<file path="src/rtl/eviction_wb_ctrl_if.sv">
// Cache-side and pmem-side handshake bundle for the eviction write-back controller.
// The controller uses the slave modport; the cache/pmem/buffer environment uses master.
interface eviction_wb_ctrl_if #(
   parameter int WIDTH  = 128,
   parameter int ADDR_W = 16
);
   logic              cache_read;
   logic              cache_write;
   logic [ADDR_W-1:0] cache_address;
   logic              cache_resp;
   logic [WIDTH-1:0]  cache_rdata;
   logic              buf_load;
   logic [WIDTH-1:0]  buf_rdata;
   logic              pmem_read;
   logic              pmem_write;
   logic [ADDR_W-1:0] pmem_address;
   logic [WIDTH-1:0]  pmem_wdata;
   logic [WIDTH-1:0]  pmem_rdata;
   logic              pmem_resp;
   logic              wb_pending;

   modport slave (
      input  cache_read, cache_write, cache_address, buf_rdata, pmem_rdata, pmem_resp,
      output cache_resp, cache_rdata, buf_load, pmem_read, pmem_write, pmem_address,
             pmem_wdata, wb_pending
   );

   modport master (
      output cache_read, cache_write, cache_address, buf_rdata, pmem_rdata, pmem_resp,
      input  cache_resp, cache_rdata, buf_load, pmem_read, pmem_write, pmem_address,
             pmem_wdata, wb_pending
   );
endinterface

</file>
<file path="src/rtl/eviction_wb_ctrl.sv">
// Sequences a single-line eviction write-back buffer: accepts victims, forwards hits,
// serves fills from pmem and drains the buffered line once the cache has gone quiet.
module eviction_wb_ctrl #(
   parameter int WIDTH    = 128,
   parameter int ADDR_W   = 16,
   parameter int OFFSET_W = 4,
   parameter int WB_DELAY = 2
) (
   input logic                clk,
   input logic                rst_n,
   eviction_wb_ctrl_if.slave  bus
);
   localparam int TAG_W = ADDR_W - OFFSET_W;
   localparam int CNT_W = (WB_DELAY < 1) ? 1 : $clog2(WB_DELAY + 1);

   typedef enum logic [1:0] {
      S_IDLE,
      S_FILL,
      S_WB
   } state_e;

   state_e           state_q;
   logic             buf_valid_q;
   logic [TAG_W-1:0] buf_tag_q;
   logic [CNT_W-1:0] idle_cnt_q;

   logic [TAG_W-1:0] req_tag;
   logic             buf_hit;
   logic             resp;
   logic             load;
   logic             pread;
   logic             pwrite;
   logic [ADDR_W-1:0] paddr;
   logic [WIDTH-1:0]  rdata;

   assign req_tag = bus.cache_address[ADDR_W-1:OFFSET_W];
   assign buf_hit = buf_valid_q && (buf_tag_q == req_tag);

   // Mealy decode: the cache sees its completion in the same cycle the condition holds.
   always_comb begin
      // NOTE: every output gets a default first so no path through the case infers a latch.
      resp   = 1'b0;
      load   = 1'b0;
      pread  = 1'b0;
      pwrite = 1'b0;
      paddr  = '0;
      rdata  = '0;
      unique case (state_q)
         S_IDLE: begin
            if (bus.cache_write) begin
               if (!buf_valid_q) begin
                  load = 1'b1;
                  resp = 1'b1;
               end
            end else if (bus.cache_read && buf_hit) begin
               resp  = 1'b1;
               rdata = bus.buf_rdata;
            end
         end
         S_FILL: begin
            pread = 1'b1;
            paddr = {req_tag, {OFFSET_W{1'b0}}};
            if (bus.pmem_resp) begin
               resp  = 1'b1;
               rdata = bus.pmem_rdata;
            end
         end
         S_WB: begin
            pwrite = 1'b1;
            paddr  = {buf_tag_q, {OFFSET_W{1'b0}}};
         end
         default: ;
      endcase
   end

   // Outputs are held quiet while reset is asserted, even before the first reset edge.
   assign bus.cache_resp   = resp   & rst_n;
   assign bus.buf_load     = load   & rst_n;
   assign bus.pmem_read    = pread  & rst_n;
   assign bus.pmem_write   = pwrite & rst_n;
   assign bus.pmem_address = rst_n ? paddr : '0;
   assign bus.cache_rdata  = rst_n ? rdata : '0;
   assign bus.pmem_wdata   = bus.buf_rdata;
   assign bus.wb_pending   = buf_valid_q & rst_n;

   // NOTE: all state updates use non-blocking assignments so every register samples pre-edge values.
   always_ff @(posedge clk) begin
      if (!rst_n) begin
         state_q     <= S_IDLE;
         buf_valid_q <= 1'b0;
         buf_tag_q   <= '0;
         idle_cnt_q  <= '0;
      end else begin
         unique case (state_q)
            S_IDLE: begin
               if (bus.cache_write) begin
                  idle_cnt_q <= '0;
                  if (!buf_valid_q) begin
                     buf_valid_q <= 1'b1;
                     buf_tag_q   <= req_tag;
                  end else begin
                     state_q <= S_WB;
                  end
               end else if (bus.cache_read) begin
                  idle_cnt_q <= '0;
                  if (!buf_hit) state_q <= S_FILL;
               end else if (buf_valid_q) begin
                  // The count is compared before incrementing, so WB_DELAY=0 drains on the first idle cycle.
                  if (idle_cnt_q == CNT_W'(WB_DELAY)) state_q <= S_WB;
                  else idle_cnt_q <= idle_cnt_q + CNT_W'(1);
               end else begin
                  idle_cnt_q <= '0;
               end
            end
            S_FILL: begin
               if (bus.pmem_resp) state_q <= S_IDLE;
            end
            S_WB: begin
               if (bus.pmem_resp) begin
                  buf_valid_q <= 1'b0;
                  idle_cnt_q  <= '0;
                  state_q     <= S_IDLE;
               end
            end
            default: state_q <= S_IDLE;
         endcase
      end
   end
endmodule

</file>
<file path="src/flat_wrapper.sv">
// flat-port wrapper written by rule: the top's interface ports become plain ports
module eviction_wb_ctrl_flat 
#(
   parameter int WIDTH    = 128,
   parameter int ADDR_W   = 16,
   parameter int OFFSET_W = 4,
   parameter int WB_DELAY = 2
)
  (clk, rst_n, bus_cache_read, bus_cache_write, bus_cache_address, bus_buf_rdata, bus_pmem_rdata, bus_pmem_resp, bus_cache_resp, bus_cache_rdata, bus_buf_load, bus_pmem_read, bus_pmem_write, bus_pmem_address, bus_pmem_wdata, bus_wb_pending);
  eviction_wb_ctrl_if #(.WIDTH(WIDTH), .ADDR_W(ADDR_W)) bus_i ();
  input logic clk;
  input logic rst_n;
  input wire logic [$bits(bus_i.cache_read)-1:0] bus_cache_read;
  input wire logic [$bits(bus_i.cache_write)-1:0] bus_cache_write;
  input wire logic [$bits(bus_i.cache_address)-1:0] bus_cache_address;
  input wire logic [$bits(bus_i.buf_rdata)-1:0] bus_buf_rdata;
  input wire logic [$bits(bus_i.pmem_rdata)-1:0] bus_pmem_rdata;
  input wire logic [$bits(bus_i.pmem_resp)-1:0] bus_pmem_resp;
  output wire logic [$bits(bus_i.cache_resp)-1:0] bus_cache_resp;
  output wire logic [$bits(bus_i.cache_rdata)-1:0] bus_cache_rdata;
  output wire logic [$bits(bus_i.buf_load)-1:0] bus_buf_load;
  output wire logic [$bits(bus_i.pmem_read)-1:0] bus_pmem_read;
  output wire logic [$bits(bus_i.pmem_write)-1:0] bus_pmem_write;
  output wire logic [$bits(bus_i.pmem_address)-1:0] bus_pmem_address;
  output wire logic [$bits(bus_i.pmem_wdata)-1:0] bus_pmem_wdata;
  output wire logic [$bits(bus_i.wb_pending)-1:0] bus_wb_pending;
  assign bus_i.cache_read = bus_cache_read;
  assign bus_i.cache_write = bus_cache_write;
  assign bus_i.cache_address = bus_cache_address;
  assign bus_i.buf_rdata = bus_buf_rdata;
  assign bus_i.pmem_rdata = bus_pmem_rdata;
  assign bus_i.pmem_resp = bus_pmem_resp;
  assign bus_cache_resp = bus_i.cache_resp;
  assign bus_cache_rdata = bus_i.cache_rdata;
  assign bus_buf_load = bus_i.buf_load;
  assign bus_pmem_read = bus_i.pmem_read;
  assign bus_pmem_write = bus_i.pmem_write;
  assign bus_pmem_address = bus_i.pmem_address;
  assign bus_pmem_wdata = bus_i.pmem_wdata;
  assign bus_wb_pending = bus_i.wb_pending;
  eviction_wb_ctrl #(.WIDTH(WIDTH), .ADDR_W(ADDR_W), .OFFSET_W(OFFSET_W), .WB_DELAY(WB_DELAY)) u_core (.clk(clk), .rst_n(rst_n), .bus(bus_i));
endmodule
</file>
<file path="config.mk">
export PLATFORM = sky130hd
export DESIGN_NAME = eviction_wb_ctrl_flat
export DESIGN_NICKNAME = d
export VERILOG_FILES = /design/src/rtl/eviction_wb_ctrl_if.sv /design/src/rtl/eviction_wb_ctrl.sv /design/src/flat_wrapper.sv
export SDC_FILE = /design/constraint.sdc
export NUM_CORES = 1
export LEC_CHECK = 0
export CAP_MARGIN = 10
export CORE_AREA = 5 5 210 212
export DETAILED_ROUTE_END_ITERATION = 10
export DIE_AREA = 0 0 215 217
export HOLD_SLACK_MARGIN = 0.12
export PLACE_DENSITY = 0.51
export SETUP_SLACK_MARGIN = 0.15
export SLEW_MARGIN = 10
export SYNTH_ARGS = -nofsm -noshare
export SYNTH_HDL_FRONTEND = slang
export SYNTH_SLANG_ARGS = --single-unit
</file>
<file path="constraint.sdc">
create_clock -name clk -period 2.7 [get_ports clk]
set_clock_uncertainty 0.1 [all_clocks]
set_input_delay 0.54 -clock clk [delete_from_list [all_inputs] [get_ports clk]]
set_output_delay 0.54 -clock clk [all_outputs]
set_load 0.02 [all_outputs]
</file>
==> impl_metrics.csv <==
group,metric,value,unit
run_status,status,"finished, violations left",
run_status,violations,"setup timing",
synth,synth_cells,440,
placement,port_buffers,545,
timing,hold_viol_final,0,
global_routing,grt_pass1_wl,44320,um
finish,final_cell_count_no_fill,1476,
global_routing,grt_pass1_vias,5665,
timing,finalMaxSlewViolations,0,
synth,synth-seq-area-share,9.520,%
clocking,cts_buffer_depth,2,
critical_path,crit_path_end_kind,"output port",
floorplanning,io_pins,554,
timing,fin_ws,-0.7454,ns
critical_path,critical_path_required,2.06,ns
finish,drive_gt1_share,35.15,%
worst_hold_path,min_to,"u_core.idle_cnt_q[1]",
power,cellLeakagePower,4.255,nW
floorplanning,design.core.area,41760,sq um
synth,ys.warnings.count,0,
routing,firstDrtPassIters,6,
critical_path,critPathKind,"primary input to output port",
routing,postRouteAntennaNets,0,
job,maxCapViolCount,0,
critical_path,reg2reg_from,"u_core.state_q[1]",
timing,worst_hold_slack,0.3927,ns
routing,drtIter0Drc,246,
routing,via_count,5424,
placement,dp_cells,1431,
synth,ys_types,33,
critical_path,cp.arrival,2.81,ns
critical_path,start_kind,"primary input",
floorplanning,die_w,215,um
finish,layout_commonest_cell,"clkdlybuf4s50_1",
clocking,htreeDepth,1,
critical_path,reg2reg_slack,0.59,ns
timing,fin_crit,3.445,ns
timing,fin_setup_tns,-73.26,ns
routing,vias_per_cell,3.675,
critical_path,ff2ff_path_depth,8,
placement,gp_congestion,0.9183,
synth,avgSynthCellArea,8.124,sq um
finish,final_cell_mix,"clkdlybuf4s50_1 (385), buf_6 (94), buf_4 (92)",
floorplanning,rows,75,
finish,syn_to_final_growth,184.6,%
power,power_density,232.6,nW/um^2
global_routing,overflow,0,
global_routing,grt_antenna_before_repair,4,
timing,fmax,290.2,MHz
critical_path,rr_endpoint,"u_core.state_q[1]",
finish,fin_nets,1218,
power,peakVddDrop,0.1992,mV
critical_path,path_max_fanout,6,
global_routing,grt_usage,12.68,%
timing,setup_viol,129,
timing,rsz0062_at_grt,"yes",
synth,synth_seq_cells,17,
clocking,tritoncts,"done",
worst_hold_path,hp-start,"u_core.idle_cnt_q[1]",
synth,syn_area,3575,sq um
clocking,clock_sinks,17,
floorplanning,dieArea,46660,sq um
routing,routed_wl,33980,um
clocking,cts_root_buf,"clkbuf_16",
clocking,insertion_delay,0.25,ns
routing,wl_per_cell,23.02,um
clocking,clk_pin_slew,0.06,ns
routing,drcViolationCount,0,
clocking,numCtsBuffers,3,
timing,final.period_utilization,127.6,%
placement,dp_hpwl,28480,um
floorplanning,initial_core_util,8.560,%
worst_hold_path,holdCritPathClass,"flop to flop",
global_routing,grt_start_max_net_pins,50,
worst_hold_path,hold_depth,2,
floorplanning,die_y,217,um
worst max-delay path, cell delays in order:
cell	delay, ns
buf_8	0.10
xor2_1	0.13
or4_1	0.52
or4_4	0.45
nor2_4	0.14
buf_12	0.13
buf_12	0.13
buf_12	0.10
buf_8	0.10
buf_6	0.09
buf_6	0.08
buf_6	0.08
a22o_4	0.11
buf_12	0.10
power by group:
group	internal, W	total [W]	switching (W)
Combinational	0.000930	0.00172	0.000794
Clock	0.000201	0.000315	0.000114
Sequential	0.000295	0.000327	0.0000320
Total	0.00143	0.00237	0.000939
worst max-delay path by stage:
stage,start,endpoint,cells after the start
2_1_floorplan,bus_cache_write,bus_cache_rdata[10],7
3_3_place_gp,bus_cache_write,bus_cache_rdata[44],8
3_5_place_dp,bus_cache_write,bus_cache_rdata[44],8
4_1_cts,bus_cache_address[6],bus_cache_rdata[76],9
5_1_grt,u_core.state_q[1],bus_cache_rdata[127],15
6_report,bus_cache_address[6],bus_cache_rdata[127],14
cells by family after synthesis:
| family | after synthesis | share of synthesized area (%) |
|---|---|---|
| other cells | 1 | 0.1049 |
| buf+inv | 174 | 37.91 |
| fa+ha+maj | 4 | 1.400 |
| compound gates | 164 | 38.47 |
| simple gates | 64 | 8.506 |
| mux | 4 | 1.155 |
| xor+xnor | 12 | 2.940 |
| flops | 17 | 9.521 |
repair_timing:
action | 4_1_cts | 5_1_grt
cloned | 2 | 7
hold buffers | 0 | 0
pin swaps | 12 | 13
resized for setup | 401 | 271
setup buffers | 15 | 16
setup endpoints to repair | 145 | 142
sequential cells by signal (all words and copies together), names as in the netlist:
name,count
u_core.idle_cnt_q,2
u_core.buf_valid_q,1
u_core.state_q,2
u_core.buf_tag_q,12
cell usage after synthesis:
| cell type | count | area share, % |
|---|---|---|
| buf_4 | 132 | 28 |
| a22o_1 | 128 | 31 |
| nand2_1 | 33 | 3.5 |
| clkbuf_1 | 19 | 2.0 |
| dfxtp_1 | 17 | 9.5 |
| a21boi_0 | 15 | 3.2 |
| a22oi_1 | 14 | 2.9 |
| nor2_1 | 13 | 1.4 |
| buf_12 | 11 | 6.2 |
| xnor2_1 | 9 | 2.2 |
| and2_1 | 5 | 0.88 |
| inv_1 | 5 | 0.53 |
| buf_2 | 4 | 0.56 |
| ha_1 | 4 | 1.4 |
| o21ai_0 | 4 | 0.56 |
| buf_6 | 3 | 0.94 |
| mux2i_1 | 3 | 0.84 |
| nand4_1 | 3 | 0.53 |
| xor2_1 | 3 | 0.74 |
| a21oi_1 | 2 | 0.28 |
| and3_1 | 1 | 0.18 |
| conb_1 | 1 | 0.10 |
| mux2_2 | 1 | 0.31 |
| nand3b_2 | 1 | 0.31 |
| nor2_4 | 1 | 0.31 |
| nor2b_1 | 1 | 0.18 |
| nor3b_1 | 1 | 0.21 |
| o22ai_1 | 1 | 0.18 |
| or2_2 | 1 | 0.18 |
| or3_1 | 1 | 0.18 |
| or3_2 | 1 | 0.21 |
| or4_1 | 1 | 0.21 |
| or4_4 | 1 | 0.31 |
per-layer routing:
layer	share of wire [%]	up-vias	global-route usage, %
met5	0.10	-	0
met1	41	2594	15.59
met2	50	304	22.89
met3	7.0	32	3.155
li1	-	2488	-
met4	1.6	6	1.942
stage by stage:
stage,area (sq um),setup WS [ns],utilization [%],power (W)
finish,10170,-0.7454,24.36,0.002366
global route,10170,-0.8355,24.36,0.002482
CTS,9844,-1.043,23.57,0.002366
detailed placement,9467,-1.443,22.67,0.002036
global placement,9467,-1.430,22.67,0.002032
floorplan,3948,-0.2309,-,0.001058
layout make-up:
type / instances / area (sq um)
Tap cell: 539 / 674.4
Sequential cell: 17 / 341.6
Multi-Input combinational cell: 252 / 2328
Inverter: 5 / 18.77
Timing Repair Buffer: 658 / 6728
Fill cell: 4514 / 31590
Antenna cell: 1 / 2.502
Clock buffer: 4 / 78.83
(Power assumes the default switching activity.)
